$ cat src/rtl/pll_ctrl_pkg.sv
// pll_ctrl_pkg
// Shared definitions for the PLL / core reset sequencer: controller state
// codes, retry counter width and a saturating increment helper.
package pll_ctrl_pkg;

    // Controller state codes (also exported on ctrl_state for debug LEDs)
    typedef enum logic [1:0] {
        S_PLLRST = 2'd0,
        S_WAIT   = 2'd1,
        S_STABLE = 2'd2,
        S_RUN    = 2'd3
    } ctrl_state_e;

    localparam int RETRY_W = 4;

    // Saturating increment: sticks at all-ones so a dead PLL cannot wrap the
    // retry counter back to a healthy-looking value.
    function automatic logic [RETRY_W-1:0] retry_sat_inc(input logic [RETRY_W-1:0] val);
        logic [RETRY_W-1:0] res;
        if (val == {RETRY_W{1'b1}}) begin
            res = val;
        end else begin
            res = val + {{(RETRY_W-1){1'b0}}, 1'b1};
        end
        return res;
    endfunction

endpackage

$ cat src/rtl/pll_reset_ctrl_sync2ff.sv
// sync2ff
// Two-flop synchronizer for a single asynchronous level signal.
// Ports:
//   clk - destination clock
//   rst - asynchronous active-high reset, clears both flops to 0
//   d   - asynchronous input
//   q   - synchronized output, two clk edges behind d
module sync2ff (
    input  logic clk,
    input  logic rst,
    input  logic d,
    output logic q
);

    logic meta_r;

    // Two-stage capture; first stage may go metastable, second resolves it
    always_ff @(posedge clk or posedge rst) begin
        if (rst) begin
            meta_r <= 1'b0;
            q      <= 1'b0;
        end else begin
            meta_r <= d;
            q      <= meta_r;
        end
    end

endmodule

$ cat src/rtl/pll_reset_ctrl.sv
// pll_reset_ctrl
// Brings up the PLL and releases the core reset only after a stable lock.
// Holds the PLL in reset, waits for lock (timing out and retrying), requires
// lock to hold for STABLE_CYC cycles, then releases sys_rst_n. Losing lock in
// RUN re-asserts the core reset and restarts the PLL. Runs on the
// free-running reference clock.
// Ports:
//   clk        - reference clock (pre-PLL)
//   reset      - asynchronous active-high board reset
//   extlock    - PLL lock, asynchronous to clk
//   pll_reset  - active-high PLL reset, high only in S_PLLRST
//   sys_rst_n  - active-low core reset, async assert / sync deassert
//   pll_ready  - high while in S_RUN
//   ctrl_state - current state code
//   retry_cnt  - saturating count of lock timeouts
//   lock_lost  - sticky flag, set when lock drops in S_RUN
module pll_reset_ctrl
    import pll_ctrl_pkg::*;
#(
    parameter int unsigned PLL_RST_CYC  = 16,
    parameter int unsigned LOCK_TIMEOUT = 4096,
    parameter int unsigned STABLE_CYC   = 256,
    parameter int unsigned USE_LOCK     = 1,
    parameter int unsigned CNT_W        = 16
) (
    input  logic               clk,
    input  logic               reset,
    input  logic               extlock,
    output logic               pll_reset,
    output logic               sys_rst_n,
    output logic               pll_ready,
    output logic [1:0]         ctrl_state,
    output logic [RETRY_W-1:0] retry_cnt,
    output logic               lock_lost
);

    localparam logic [CNT_W-1:0] PLL_RST_LAST = CNT_W'(PLL_RST_CYC - 1);
    localparam logic [CNT_W-1:0] TIMEOUT_LAST = CNT_W'(LOCK_TIMEOUT - 1);
    localparam logic [CNT_W-1:0] STABLE_LAST  = CNT_W'(STABLE_CYC - 1);
    localparam logic [CNT_W-1:0] CNT_ONE      = CNT_W'(1);

    ctrl_state_e      state_r;
    logic [CNT_W-1:0] cnt_r;
    logic             lock_s;

    generate
        if (USE_LOCK != 0) begin : g_lock_sync
            sync2ff u_lock_sync (
                .clk (clk),
                .rst (reset),
                .d   (extlock),
                .q   (lock_s)
            );
        end else begin : g_lock_const
            // Simulation PLL model never reports lock; treat it as locked
            logic lock_unused_s;
            assign lock_unused_s = extlock;
            assign lock_s        = 1'b1;
        end
    endgenerate

    assign ctrl_state = state_r;

    // Sequencer FSM; outputs are registered alongside the state so they change on the same edge
    always_ff @(posedge clk or posedge reset) begin
        if (reset) begin
            state_r   <= S_PLLRST;
            cnt_r     <= '0;
            pll_reset <= 1'b1;
            sys_rst_n <= 1'b0;
            pll_ready <= 1'b0;
            retry_cnt <= '0;
            lock_lost <= 1'b0;
        end else begin
            case (state_r)
                S_PLLRST: begin
                    if (cnt_r == PLL_RST_LAST) begin
                        state_r   <= S_WAIT;
                        cnt_r     <= '0;
                        pll_reset <= 1'b0;
                    end else begin
                        cnt_r <= cnt_r + CNT_ONE;
                    end
                end
                S_WAIT: begin
                    // Lock takes priority over a coincident timeout
                    if (lock_s) begin
                        state_r <= S_STABLE;
                        cnt_r   <= '0;
                    end else if (cnt_r == TIMEOUT_LAST) begin
                        state_r   <= S_PLLRST;
                        cnt_r     <= '0;
                        pll_reset <= 1'b1;
                        retry_cnt <= retry_sat_inc(retry_cnt);
                    end else begin
                        cnt_r <= cnt_r + CNT_ONE;
                    end
                end
                S_STABLE: begin
                    // A dropout restarts the timeout window without counting a retry
                    if (!lock_s) begin
                        state_r <= S_WAIT;
                        cnt_r   <= '0;
                    end else if (cnt_r == STABLE_LAST) begin
                        state_r   <= S_RUN;
                        sys_rst_n <= 1'b1;
                        pll_ready <= 1'b1;
                    end else begin
                        cnt_r <= cnt_r + CNT_ONE;
                    end
                end
                S_RUN: begin
                    if (!lock_s) begin
                        state_r   <= S_PLLRST;
                        cnt_r     <= '0;
                        pll_reset <= 1'b1;
                        sys_rst_n <= 1'b0;
                        pll_ready <= 1'b0;
                        lock_lost <= 1'b1;
                    end else begin
                        state_r <= S_RUN;
                    end
                end
                default: begin
                    state_r   <= S_PLLRST;
                    cnt_r     <= '0;
                    pll_reset <= 1'b1;
                    sys_rst_n <= 1'b0;
                    pll_ready <= 1'b0;
                end
            endcase
        end
    end

endmodule

$ cat config.mk
export PLATFORM = sky130hd
export DESIGN_NAME = pll_reset_ctrl
export DESIGN_NICKNAME = d
export VERILOG_FILES = /design/src/rtl/pll_ctrl_pkg.sv /design/src/rtl/pll_reset_ctrl_sync2ff.sv /design/src/rtl/pll_reset_ctrl.sv
export SDC_FILE = /design/constraint.sdc
export NUM_CORES = 1
export LEC_CHECK = 0
export ABC_AREA = 1
export CORE_MARGIN = 1
export CORE_UTILIZATION = 41
export CTS_BUF_LIST = sky130_fd_sc_hd__clkbuf_16
export DETAILED_ROUTE_END_ITERATION = 10
export SLEW_MARGIN = 20
export SYNTH_ARGS = -nofsm -noshare
export SYNTH_HDL_FRONTEND = slang
export SYNTH_SLANG_ARGS = --single-unit
$ cat constraint.sdc
create_clock -name clk -period 4.4 [get_ports clk]
set_clock_uncertainty 0.1 [all_clocks]
set_input_delay 0.44 -clock clk [delete_from_list [all_inputs] [get_ports clk]]
set_output_delay 0.44 -clock clk [all_outputs]
set_load 0.02 [all_outputs]
# Yosys cells after proc, flatten, opt, wreduce, memory -nomap -nowiden
# Index checks and enable logic that the tools add are counted.
[word_totals] rom_bits=0 ramBits=0 output_inout_bits=10 reg_bits=27 inputBits=3 mem_count=0 latch_bits=0
[classes] mul=0 n_bitwise=2 n_reduce_logical=9 shift=0 n_eq_ne=16 add_sub_neg=2 magnitude_cmp=0 n_div=0 n_mux=23
[op_table] operator="two-way mux 16 bit" n=6
[op_table] operator="case mux 16 bit (4 select lines)" n=1
[op_table] operator="adder 16 x 1 -> 16 bit (second input constant)" n=1
[op_table] operator="== test 16 x 12 -> 1 bit (second input constant)" n=1
[op_table] operator="== test 16 x 4 -> 1 bit (second input constant)" n=1
[op_table] operator="== test 16 x 8 -> 1 bit (second input constant)" n=1
[op_table] operator="two-way mux 2 bit" n=6
[op_table] operator="!= test 2 bit (second input constant)" n=5
[op_table] operator="case mux 2 bit (4 select lines)" n=1
[op_table] operator="AND reduction 4 bit" n=2
[op_table] operator="two-way mux 1 bit" n=7
[op_table] operator="!= test 3 bit (second input constant)" n=2
[op_table] operator="AND reduction 5 bit" n=1
[op_table] operator="adder 4 x 1 -> 4 bit (second input constant)" n=1
[op_table] operator="== test 2 bit (second input constant)" n=2
[op_table] operator="== test 4 bit (second input constant)" n=1
[op_table] operator="AND reduction 2 bit" n=2
[op_table] operator="!= test 3 x 2 -> 1 bit (second input constant)" n=1
[op_table] operator="case mux 1 bit (3 select lines)" n=1
[op_table] operator="AND reduction 3 bit" n=1
[op_table] operator="nonzero test 3 bit" n=1
[op_table] operator="== test 2 x 1 -> 1 bit (second input constant)" n=1
[op_table] operator="zero test 2 bit" n=1
[op_table] operator="!= test 2 x 1 -> 1 bit (second input constant)" n=1
[op_table] operator="other kinds (3)" n=4

# Depth between registers and ports, before layout
[depth] word_depth=4 ltp_mapped=10 mapped_depth_nobuf=10

# Cells and area by module
# From an unflattened synthesis, not the netlist that was laid out.
[hier_totals] cells_unflattened=236 hier_area_um2=1798.0
[modules_own_cells] mod="pll_reset_ctrl" cells_each=233 instances=1 area_each_um2=1744.2
[modules_own_cells] mod="sync2ff" cells_each=3 instances=1 area_each_um2=53.8

# Worst setup path after synthesis
# OpenSTA, ideal clock, no wires.
[synth_path] kind="register -> register" start="register cnt_r[0]" end="register cnt_r[12]" t_required_ns=4.180 path_slack_ns=2.777 arrival_time_ns=1.403 setup_time_ns=0.120 stages_incl_launch_ff=9 path_buffers=0 period_less_slack_ns=1.623 cell_sequence="dfrtp_1 > ha_1 > nand3_4 > nor2_8 > nand2_2 > nand3_2 > nand3b_4 > nor2_4 > nor2_1"
[synth_via] elab_chain_cells=4
[synth_lines] element="start, declared" line="pll_reset_ctrl.sv:43" rtl="logic [CNT_W-1:0] cnt_r;"
[synth_lines] element="start signal, assigned" line="pll_reset_ctrl.sv:82" rtl="cnt_r <= cnt_r + CNT_ONE;"
[synth_lines] element="start signal, assigned" line="pll_reset_ctrl.sv:96" rtl="cnt_r <= cnt_r + CNT_ONE;"
[synth_lines] element="start signal, assigned" line="pll_reset_ctrl.sv:109" rtl="cnt_r <= cnt_r + CNT_ONE;"
[synth_lines] element="adder 16 x 1 -> 16 bit / == test 16 x 12 -> 1 bit (equally long branches)"
[synth_lines] element="two-way mux 16 bit, on equally long branches" line="pll_reset_ctrl.sv:104, pll_reset_ctrl.sv:90"
[synth_lines] element="two-way mux 16 bit, on equally long branches" line="pll_reset_ctrl.sv:101, pll_reset_ctrl.sv:87"
[synth_lines] element="case mux 16 bit (4 select lines)" line="pll_reset_ctrl.sv:75" rtl="case (state_r)"
# Several ways; a longest one is shown, not always the timed one. The select of a mux whose other input is x is not followed.
# A chain may end at the register's enable or synchronous reset.

# Worst setup path after layout
[layout_path] start="register g_lock_sync.u_lock_sync.q" end="register cnt_r[3]"
[layout_via] elab_chain_cells=2
[layout_lines] element="start, declared" line="pll_reset_ctrl_sync2ff.sv:12" rtl="output logic q"
[layout_lines] element="start signal, assigned" line="pll_reset_ctrl_sync2ff.sv:24" rtl="q <= meta_r;"
[layout_lines] element="two-way mux 16 bit (tied with other cells)" line="pll_reset_ctrl.sv:101" rtl="if (!lock_s) begin"
[layout_lines] element="case mux 16 bit (4 select lines) / AND reduction 2 bit (equally long branches)"
# Several ways; a longest one is shown, not always the timed one.

==> results.cfg <==
[outcome]
status = finished with violations
violations = DRC

[drt]
wire_per_inst_um = 13.7
wirelength_mm = 4.32
antenna_left = 0
dr.pass1.iters = 7
vias_per_cell = 5.36
vias = 1688
drc = 1
first_iter_violations = 120

[timing]
max_slew_margin_pct = 48.9
period_share_pct = 48.2
hold_ws_ns = 0.256
timing.final.ws_setup_ns = 2.28
tightest_slew_ns = 0.764
rsz0062_at_grt = no
fmax_mhz = 471
fin_crit_ns = 2.12
setup_viol = 0
finalHoldViolCount = 0
finalSetupTns_ns = 0
slew_violations = 0

[clock_network]
ctsResizeCount = 0
cts_buffer_depth = 2
path_clk_slew_ns = 0.07
post_cts_buffers = 0
clk_root_buffer_cell = clkbuf_16
clock-sinks = 27
ctsHoldBuffers = 0
cts_made_buffers = 3
h-tree-depth = 1
cts_tree = done
insertion_delay_ns = 0.27

[setup_path]
cp-start-kind = flop
arrival_ns = 2.23
critPathCaptureType = flop
r2r.worst_path.cells = 8
cp_max_fo = 16
r2r-end = cnt_r[3]$_DFFE_PP0P_
r2r_start = g_lock_sync.u_lock_sync.q$_DFF_PP0_
worstPathRequired_ns = 4.50
path_class = reg2reg
rrSetupSlack_ns = 2.28

[floorplan]
fp.dieH_um = 69.5
start_util_pct = 42.8
num_io_pins = 13
die_area_um2 = 4820
rows = 24
die_w_um = 69.5
core_um2 = 4350

[pwr]
seqPwrFrac_pct = 40.2
power_per_cell_area_nw_per_um2 = 382
p_int_uw = 489
peakVddDrop_uv = 318
comb_power_share_pct = 32.3
p_leak_nw = 0.949
p_switching_uw = 306
clockPowerShare_pct = 27.5
swShare_pct = 38.4

[synthesis]
synth_top_area_share_pct = 34.9
synth_area_per_cell_um2 = 7.29
synth_area_leader_cell = dfrtp_1
yosys_warnings = 0
yosysSeqAreaShare_pct = 36.3
ys_ff_latch = 27
syn_nets = 261
syn_area_um2 = 1870
synth.area.top_cells = dfrtp_1 (35%), nand2_1 (11%), nand4_1 (10%), nand3_1 (8.9%), inv_1 (5.8%)
ys_types = 29
synthesis.instances = 256

[hold_path]
hp-start = g_lock_sync.u_lock_sync.meta_r$_DFF_PP0_
min_path_cells = 0
hold_class = reg2reg
min_to = g_lock_sync.u_lock_sync.q$_DFF_PP0_

[finish]
diodes = 0
fin_nets = 269
n_fill_cell = 420
syn_to_final_growth_pct = 11.6
drive_above_1_share_pct = 9.13
finish.utilization_pct = 47.8
postLayoutCellArea_um2 = 2080

[grt]
gr-total-overflow = 0
grt_pass1_wl_mm = 7.40
grt_usage_pct = 19.3
grt_max_degree = 28
antenna_found_initial = 0
grt_pass1_vias = 1523

[place]
placed_cell_area_um2 = 2000
globalplace.congestion = 0.838
dp_hpwl_mm = 3.21
dpl_worst_slack_ns = 2.33
io_buffers = 12

[flow_run]
cap_viol_max_count = 0
==> per-stage QoR <==
step / power [mW] / instances
global route: 0.842 / 315
finish: 0.795 / 315
CTS: 0.798 / 315
detailed placement: 0.581 / 311
floorplan: 0.512 / 256
global placement: 0.584 / 311
==> synth_stat cells <==
cell type and number:
a21oi_1 5, buf_2 5, buf_4 1, buf_6 1, clkbuf_1 2, dfrtp_1 26, dfstp_2 1, ha_1 2
inv_1 29, inv_2 2, nand2_1 57, nand2_2 4, nand2_4 1, nand3_1 33, nand3_2 1, nand3_4 2
nand3b_4 1, nand4_1 31, nor2_1 27, nor2_2 2, nor2_4 3, nor2_8 1, nor3_1 2, nor3_2 1
o21ai_0 7, o21ai_1 1, o21bai_1 1, xnor2_1 2, xor2_1 5
==> cell type report <==
type / count / area, um^2 / area share [%]
Inverter: 31 / 116 / 5.59
Multi-Input combinational cell: 189 / 1020 / 49.0
Clock buffer: 3 / 75.1 / 3.61
Clock inverter: 1 / 7.51 / 0.361
Sequential cell: 27 / 677 / 32.5
Timing Repair Buffer: 12 / 120 / 5.77
Tap cell: 52 / 65.1 / 3.12
==> per-layer routing <==
metal | part of all wire, % | GRT usage, % | vias up
met5 | 0 | 0 | -
met4 | 2.9 | 7.71 | 0
met3 | 3.0 | 2.47 | 12
met2 | 43 | 28.6 | 36
met1 | 51 | 28.5 | 767
li1 | - | - | 873
==> cell usage in the layout (no fill, tap or decap), drive strengths merged, types with 2 or more instances in the layout <==
| cell type | n |
|---|---|
| nand2 | 62 |
| nand3 | 36 |
| nor2 | 33 |
| nand4 | 31 |
| inv | 31 |
| dfrtp | 26 |
| clkdlybuf4s50 | 12 |
| o21ai | 8 |
| a21oi | 5 |
| xor2 | 5 |
| clkbuf | 3 |
| nor3 | 3 |
| xnor2 | 2 |
| ha | 2 |
==> critical path: stages (launching register included) <==
cell and delay [ns]:
dfrtp_1 0.67, inv_1 0.37, nor2_2 0.29, nand3_4 0.14
nand2_4 0.18, inv_2 0.09, nand3_1 0.07, nand2_1 0.06
nor2_2 0.07
==> power groups by stage <==
stage	logic (mW)	clock network, mW	registers [mW]
2_1_floorplan	0.178	0	0.335
3_5_place_dp	0.256	0	0.325
3_3_place_gp	0.259	0	0.325
5_1_grt	0.288	0.229	0.326
6_report	0.257	0.218	0.320
4_1_cts	0.258	0.220	0.320
==> cells by family (layout without fill, tap and decap cells) <==
group                      count (synthesis)  count (layout)  share of synthesized area, %
xor gates and xnor gates                   7               7                          3.29
AOI/OAI and AO/OA                         14              14                          3.89
and+or+nand+nor                          166             166                          46.2
buffers and inverters                     40              47                          8.99
DFF                                       27              27                          36.3
adders and majority gates                  2               2                          1.34
==> flip-flops by register name (all words and copies together), names as in the netlist <==
name,flops
g_lock_sync.u_lock_sync.meta_r,1
cnt_r,16
retry_cnt,4
lock_lost,1
pll_reset,1
pll_ready,1
g_lock_sync.u_lock_sync.q,1
ctrl_state,2
==> worst max-delay path by stage <==
stage | startpoint | slack, ns | end
floorplan | cnt_r[0]$_DFFE_PP0P_ | 2.78 | cnt_r[12]$_DFFE_PP0P_
global placement | g_lock_sync.u_lock_sync.q$_DFF_PP0_ | 2.37 | cnt_r[3]$_DFFE_PP0P_
detailed placement | g_lock_sync.u_lock_sync.q$_DFF_PP0_ | 2.33 | cnt_r[3]$_DFFE_PP0P_
CTS | g_lock_sync.u_lock_sync.q$_DFF_PP0_ | 2.31 | cnt_r[3]$_DFFE_PP0P_
global route | g_lock_sync.u_lock_sync.q$_DFF_PP0_ | 2.07 | cnt_r[3]$_DFFE_PP0P_
finish | g_lock_sync.u_lock_sync.q$_DFF_PP0_ | 2.28 | cnt_r[3]$_DFFE_PP0P_
Power figures use the tool's default switching activity.
